--- src/rtl/mem_access_stage.sv ---
// Memory stage of the 16-bit pipeline: performs loads/stores over a req/ack data-memory
// port, stalls upstream while an access is outstanding, and holds the MEM/WB register.
module mem_access_stage #(
  parameter int ARQ      = 16,
  parameter int MEM_ADDR = 13,
  parameter int TIMEOUT  = 15
) (
  input  logic                clk,
  input  logic                rst,
  input  logic                wb_enable_mem_in,
  input  logic                rd_mem_mem_in,
  input  logic                wr_mem_mem_in,
  input  logic                mux_mem_mem_in,
  input  logic                pc_mem_in,
  input  logic [ARQ-1:0]      src3_mem_in,
  input  logic [ARQ-1:0]      alu_result_mem_in,
  input  logic [ARQ-1:0]      wb_imm_mem_in,
  input  logic [2:0]          wb_dest_mem_in,
  output logic                dmem_req,
  output logic                dmem_we,
  output logic [MEM_ADDR-1:0] dmem_addr,
  output logic [ARQ-1:0]      dmem_wdata,
  input  logic [ARQ-1:0]      dmem_rdata,
  input  logic                dmem_ack,
  output logic                stall_out,
  output logic                wb_enable_wb,
  output logic [2:0]          wb_dest_wb,
  output logic [ARQ-1:0]      wb_data_wb,
  output logic                pc_wb,
  output logic                mem_fault
);

  localparam logic [0:0] IDLE = 1'b0;
  localparam logic [0:0] REQ  = 1'b1;

  localparam int CW = (TIMEOUT > 1) ? $clog2(TIMEOUT) : 1;
  localparam logic [CW-1:0] CNT_LAST = CW'(TIMEOUT - 1);

  logic [0:0]     state;
  logic [CW-1:0]  req_cnt;
  logic           acc_load;
  logic           acc_wb_en;
  logic           acc_pc;
  logic [2:0]     acc_dest;
  logic           mem_op;
  logic           timeout_hit;
  logic           access_done;
  logic [ARQ-1:0] load_data;
  logic           unused_addr_bits;

  assign mem_op      = rd_mem_mem_in | wr_mem_mem_in;
  assign timeout_hit = (state == REQ) && !dmem_ack && (req_cnt == CNT_LAST);
  assign access_done = (state == REQ) && (dmem_ack || timeout_hit);
  // An aborted access completes as if the memory had returned zero.
  assign load_data   = dmem_ack ? dmem_rdata : '0;
  assign stall_out   = ((state == IDLE) && mem_op) ||
                       ((state == REQ) && !dmem_ack && !timeout_hit);

  assign unused_addr_bits = ^alu_result_mem_in[ARQ-1:MEM_ADDR];

  // Access sequencer: the port registers double as the latched access, so they
  // stay stable for the whole REQ phase.
  always_ff @(posedge clk or negedge rst) begin
    if (!rst) begin
      state      <= IDLE;
      req_cnt    <= '0;
      dmem_req   <= 1'b0;
      dmem_we    <= 1'b0;
      dmem_addr  <= '0;
      dmem_wdata <= '0;
      acc_load   <= 1'b0;
      acc_wb_en  <= 1'b0;
      acc_pc     <= 1'b0;
      acc_dest   <= '0;
      mem_fault  <= 1'b0;
    end else if (state == IDLE) begin
      if (mem_op) begin
        state      <= REQ;
        req_cnt    <= '0;
        dmem_req   <= 1'b1;
        dmem_we    <= wr_mem_mem_in & ~rd_mem_mem_in;
        dmem_addr  <= alu_result_mem_in[MEM_ADDR-1:0];
        dmem_wdata <= src3_mem_in;
        acc_load   <= rd_mem_mem_in;
        acc_wb_en  <= wb_enable_mem_in;
        acc_pc     <= pc_mem_in;
        acc_dest   <= wb_dest_mem_in;
      end
    end else if (access_done) begin
      state    <= IDLE;
      dmem_req <= 1'b0;
      if (timeout_hit) begin
        mem_fault <= 1'b1;
      end
    end else begin
      req_cnt <= req_cnt + 1'b1;
    end
  end

  // MEM/WB register: bubbles only clear the enable, the other fields hold.
  always_ff @(posedge clk or negedge rst) begin
    if (!rst) begin
      wb_enable_wb <= 1'b0;
      wb_dest_wb   <= '0;
      wb_data_wb   <= '0;
      pc_wb        <= 1'b0;
    end else if (state == IDLE) begin
      if (mem_op) begin
        wb_enable_wb <= 1'b0;
      end else begin
        wb_enable_wb <= wb_enable_mem_in;
        wb_dest_wb   <= wb_dest_mem_in;
        wb_data_wb   <= mux_mem_mem_in ? wb_imm_mem_in : alu_result_mem_in;
        pc_wb        <= pc_mem_in;
      end
    end else if (access_done) begin
      wb_enable_wb <= acc_load & acc_wb_en;
      pc_wb        <= acc_pc;
      if (acc_load) begin
        wb_dest_wb <= acc_dest;
        wb_data_wb <= load_data;
      end
    end else begin
      wb_enable_wb <= 1'b0;
    end
  end

endmodule
--- config.mk ---
export PLATFORM = sky130hd
export DESIGN_NAME = mem_access_stage
export DESIGN_NICKNAME = d
export VERILOG_FILES = /design/src/rtl/mem_access_stage.sv
export SDC_FILE = /design/constraint.sdc
export NUM_CORES = 1
export LEC_CHECK = 0
export BUFFER_PORTS_ARGS = -buffer_cell sky130_fd_sc_hd__buf_2
export CORE_AREA = 2 2 95 97
export DETAILED_ROUTE_END_ITERATION = 10
export DIE_AREA = 0 0 97 99
export PLACE_DENSITY_LB_ADDON = 0.15
export SYNTH_ARGS = -nofsm -noshare
export SYNTH_HDL_FRONTEND = slang
export SYNTH_SLANG_ARGS = --single-unit
export TNS_END_PERCENT = 30
--- constraint.sdc ---
create_clock -name clk -period 4.32 [get_ports clk]
set_input_delay 0.216 -clock clk [delete_from_list [all_inputs] [get_ports clk]]
set_output_delay 0.216 -clock clk [all_outputs]
set_load 0.02 [all_outputs]
== Word-level counts from Yosys, hierarchy flattened ==
Cells that the tools add are included.
Storage, ports and cells
  word-level logic and storage cells: 67
  bits of input ports: 75
  bits in registers: 64
  output and inout bits: 54
Cells by class
  add/sub/neg operators: 1
  bitwise logic cells: 5
  multiplexer cells: 25
  eq/ne operators: 5
  reduce and logical (&&, ||, !) cells: 16
Operators with widths (number)
  16-bit 2-to-1 mux: 6
  1-bit 2-to-1 mux: 12
  3-bit 2-to-1 mux: 4
  4-bit 2-to-1 mux: 3
  2-bit AND reduction: 4
  3-bit AND reduction: 2
  1-bit logical AND: 5
  4-bit by 1-bit adder with 4-bit output, second input constant: 1
  4-bit equality test, second input constant: 1
  2-bit by 1-bit inequality test with 1-bit output, second input constant: 2
  2-bit inequality test, second input constant: 2
  1-bit AND: 2
  1-bit logical NOT: 2
  1-bit logical OR: 2
  1-bit inverter: 2
  2-bit nonzero test: 1
  1-bit OR: 1

== Depth between registers and ports, before layout ==
  depth after elaboration: 7
  mapped depth: 8
  gate-level depth less buffers: 5

== Worst setup path before layout ==
Ideal clock, no wire load.
  kind: reg-to-reg
  start: register req_cnt[0]
  end: register wb_data_wb[0]
  arrival time: 1688 ps
  setup time: 125 ps
  buffers on the path: 3
  required time: 4195 ps
  slack: 2507 ps
  cell stages (with the launch flop): 9
  period minus slack after synthesis: 1813 ps
  cell sequence: dfrtp_1 -> inv_1 -> ha_1 -> and3_1 -> buf_6 -> o221a_4 -> buf_6 -> buf_12 -> mux2_4
Between the ends
  word-level cells in the longest chain between the ends: 6
Ends and longest elaborated chain
  start, declared: line 40  | logic [CW-1:0] req_cnt;
  start signal, assigned: line 96  | req_cnt <= req_cnt + 1'b1;
  4-bit equality test: line 52  | assign timeout_hit = (state == REQ) && !dmem_ack && (req_cnt == CNT_LAST);
  1-bit logical AND: line 52
  1-bit logical OR: line 53  | assign access_done = (state == REQ) && (dmem_ack || timeout_hit);
  1-bit logical AND: line 53
  2-bit by 1-bit inequality test with 1-bit output (no line)
  3-bit AND reduction (no line)
  end signal, assigned: line 113  | wb_data_wb <= mux_mem_mem_in ? wb_imm_mem_in : alu_result_mem_in;
  end signal, assigned: line 121  | wb_data_wb <= load_data;
  end, declared: line 28  | output logic [ARQ-1:0] wb_data_wb,
No other way between the ends.
A chain may end at the register's enable or synchronous reset.

== Final worst setup path ==
  start: register state
  end: register wb_data_wb[9]
Between the ends
  word-level cells in the longest chain between the ends: 6
  elaborated cells between the ends (all ways): 9
  classes of those cells: eq/ne: 3; mux: 1; reduce/logical: 5
Ends and longest elaborated chain
  start, declared: line 39  | logic [0:0] state;
  start signal, assigned: line 65  | state <= IDLE;
  start signal, assigned: line 78  | state <= REQ;
  start signal, assigned: line 90  | state <= IDLE;
  1-bit logical AND (2 in a row): line 52
  1-bit logical OR: line 53
  1-bit logical AND: line 53
  2-bit by 1-bit inequality test with 1-bit output (no line)
  3-bit AND reduction (no line)
Parallel ways exist; a longest one is shown, timed or not.

==> results.toml <==
[run_status]
outcome = "finished, final reports clean"

[global_route]
grt_pass1_vias = 2480
grt_max_degree = 39
grt_pass1_wl_um = 12200
overflow = 0
track_usage_pct = 15.7
grt_antenna_before_repair = 0

[cells_and_area]
area_delta_synth_final_pct = 29.8
final_layout_size_suffix_gt1_share_pct = 41.3
num_antenna_cells = 0
fin_area_sq_um = 3830
fin_nets = 482

[placement]
placed_area_sq_um = 3640
dp_hpwl_um = 5210
routabilityCongestion = 0.746
portBuffers = 128

[synthesis]
ys_seq_elements = 64
postSynthCellCount = 282
synth_nets = 359
async_flop_share_pct = 100
synth_common_cells = "nand2_1, dfrtp_1, mux2i_1"
avgSynthCellArea_sq_um = 10.5
synth_area_leaders = "dfrtp_1, nand2_1, mux2i_1"
ys.flop_type = "dfrtp_1"
synth_edf_count = 0
ys_types = 35
syn_area_sq_um = 2950
yosysSeqAreaShare_pct = 54.2
synth_top_area_share_pct = 54.2
post-synth-top-count-cell = "nand2_1"
synth_top_area_cell = "dfrtp_1"
ys_warn_count = 0

[drt]
ant_nets = 0
drt_first_pass_iters = 4
viasPerCell = 4.68
drc = 0
drtIter0Drc = 121
route.vias.total = 2408
routed_wl_um = 7340
avgRoutedWirePerCell_um = 14.3

[min_path]
hold_path.startpoint = "src3_mem_in[14]"
hold_end = "dmem_wdata[14]$_DFFE_PN0P_"
holdPathStages = 3
worstHoldPathType = "in2reg"

[floorplanning]
die_y_um = 99
ios = 129
die_area_sq_um = 9600
die_x_um = 97
core_area_sq_um = 8550
rows = 34
floorplan.initialDensity_pct = 34.5

[timing]
slew_violations = 0
setup-violations-final = 0
max_slew_margin_pct = 32.6
max_freq_mhz = 378
timing.hold.ws_ps = 70.8
rsz0062_at_grt = "false"
tns_ps = 0
tightest_slew_ps = 1010
fin_worst_skew_ps = 5.13
hold_viol = 0
fin_crit_sh_pct = 61.2
period_minus_slack_ps = 2640

[clock_network]
htree_levels = 3
postCtsSetupBuffers = 0
clock_latency_ps = 330
cts.sinks = 64
cts_tree = "done"
cts_buffers = 9
hold_buffers = 1
cts_root_buffer = "clkbuf_8"
path_clk_slew_ps = 70
ctsResizeCount = 0
clk_path_buf_depth = 2

[critical_path]
worst_path_max_delay_cell = "dfrtp_1"
max_stage_delay_ps = 1010
reg2reg_slack_ps = 1680
arrival_ps = 2860
ff2ff_path_depth = 3
worstPathCellList = "o21bai_4 > o221a_4 > mux2_2"
startpoint_type = "register"
path_max_fanout = 38
timing.rr.start = "state$_DFF_PN0_"
critPathRequiredTime_ps = 4530
r2r-end = "wb_data_wb[9]$_DFFE_PN0P_"
crit_type = "reg2reg"
crit_path_end_kind = "register"

[flow_run]
maxCapViolCount = 0

[power]
leakagePower_nw = 2.08
power_density_nw_per_um2 = 620
finalPower_mw = 2.38
ir_worst_vdd_uv = 269
[flip-flops by register name (all words and copies together), names as in the netlist]
signal	cells
dmem_we	1
wb_dest_wb	3
dmem_wdata	16
acc_dest	3
wb_data_wb	16
state	1
acc_pc	1
pc_wb	1
req_cnt	4
mem_fault	1
dmem_req	1
dmem_addr	13
acc_load	1
wb_enable_wb	1
acc_wb_en	1
[layout make-up]
cell class	count	area, sq um
clock buffers	13	179
fillers	838	4720
flip-flops and latches	64	1600
inverters	3	11.3
well taps	108	135
multi-input cells	197	1250
repair buffers	130	658
[how the worst max path moves through the flow]
| stage | startpoint | to | slack, ps | cells after the start |
|---|---|---|---|---|
| after floorplan | req_cnt[0]$_DFFE_PN0P_ | wb_data_wb[0]$_DFFE_PN0P_ | 2510 | 8 |
| after global placement | state$_DFF_PN0_ | wb_data_wb[13]$_DFFE_PN0P_ | 1660 | 3 |
| after detailed placement | state$_DFF_PN0_ | wb_data_wb[9]$_DFFE_PN0P_ | 1600 | 3 |
| after CTS | state$_DFF_PN0_ | wb_data_wb[9]$_DFFE_PN0P_ | 1600 | 3 |
| after global routing | state$_DFF_PN0_ | wb_data_wb[5]$_DFFE_PN0P_ | 1460 | 3 |
| final | state$_DFF_PN0_ | wb_data_wb[9]$_DFFE_PN0P_ | 1680 | 3 |
[worst max-delay path, delay by kind of cell, from the launching register on]
family             cells  cell delay [ps]
muxes                  1              380
DFF                    1             1010
AOI/OAI and AO/OA      2             1130
[metal layers]
metal | share of wire [%] | global-route usage, % | vias up
li1 | - | - | 1199
met1 | 48 | 20.8 | 1097
met2 | 41 | 23.3 | 103
met3 | 9.5 | 7.52 | 9
met4 | 1.0 | 4.01 | 0
met5 | 0 | 0 | -
[logic make-up after synthesis]
family          share of synthesized area [%]
simple gates                             15.8
flops                                    54.2
mux                                      15.4
compound gates                           9.78
buf+inv                                  3.90
fa+ha+maj                               0.847
[power by group]
part / internal (mW) / total, mW / switching [mW]
logic: 0.384 / 0.941 / 0.557
clock network: 0.262 / 0.470 / 0.208
registers: 0.819 / 0.964 / 0.145
[stage by stage]
stage	util, %	setup WS [ps]	std cells
after detailed placement	42.6	1600	501
after global routing	44.8	1460	515
after floorplan	-	2510	282
after CTS	44.8	1600	515
final	44.8	1680	515
after global placement	42.6	1660	501
[placed cells by master (no fill, tap or decap)]
master           n
a211oi_1         1
a21o_2           1
a21oi_1          3
a22o_1           1
a311oi_1         1
a31oi_1          1
and2_1           1
and3_1           1
buf_2          128
buf_4            1
clkbuf_8        13
dfrtp_1         64
dlygate4sd3_1    1
ha_1             2
inv_1            3
mux2_2          12
mux2_4          10
mux2i_1         17
nand2_1        104
nand2b_1         1
nand3_1          7
nor2_1           2
nor2b_1          1
nor3_1           2
o21a_1           1
o21ai_0          7
o21ba_2          1
o21bai_4         1
o221a_4          1
o221ai_1         1
o22ai_1          1
o2bb2ai_1       14
o311ai_0         1
o31ai_1          1
Note: power is estimated with default switching activity, not from simulation.
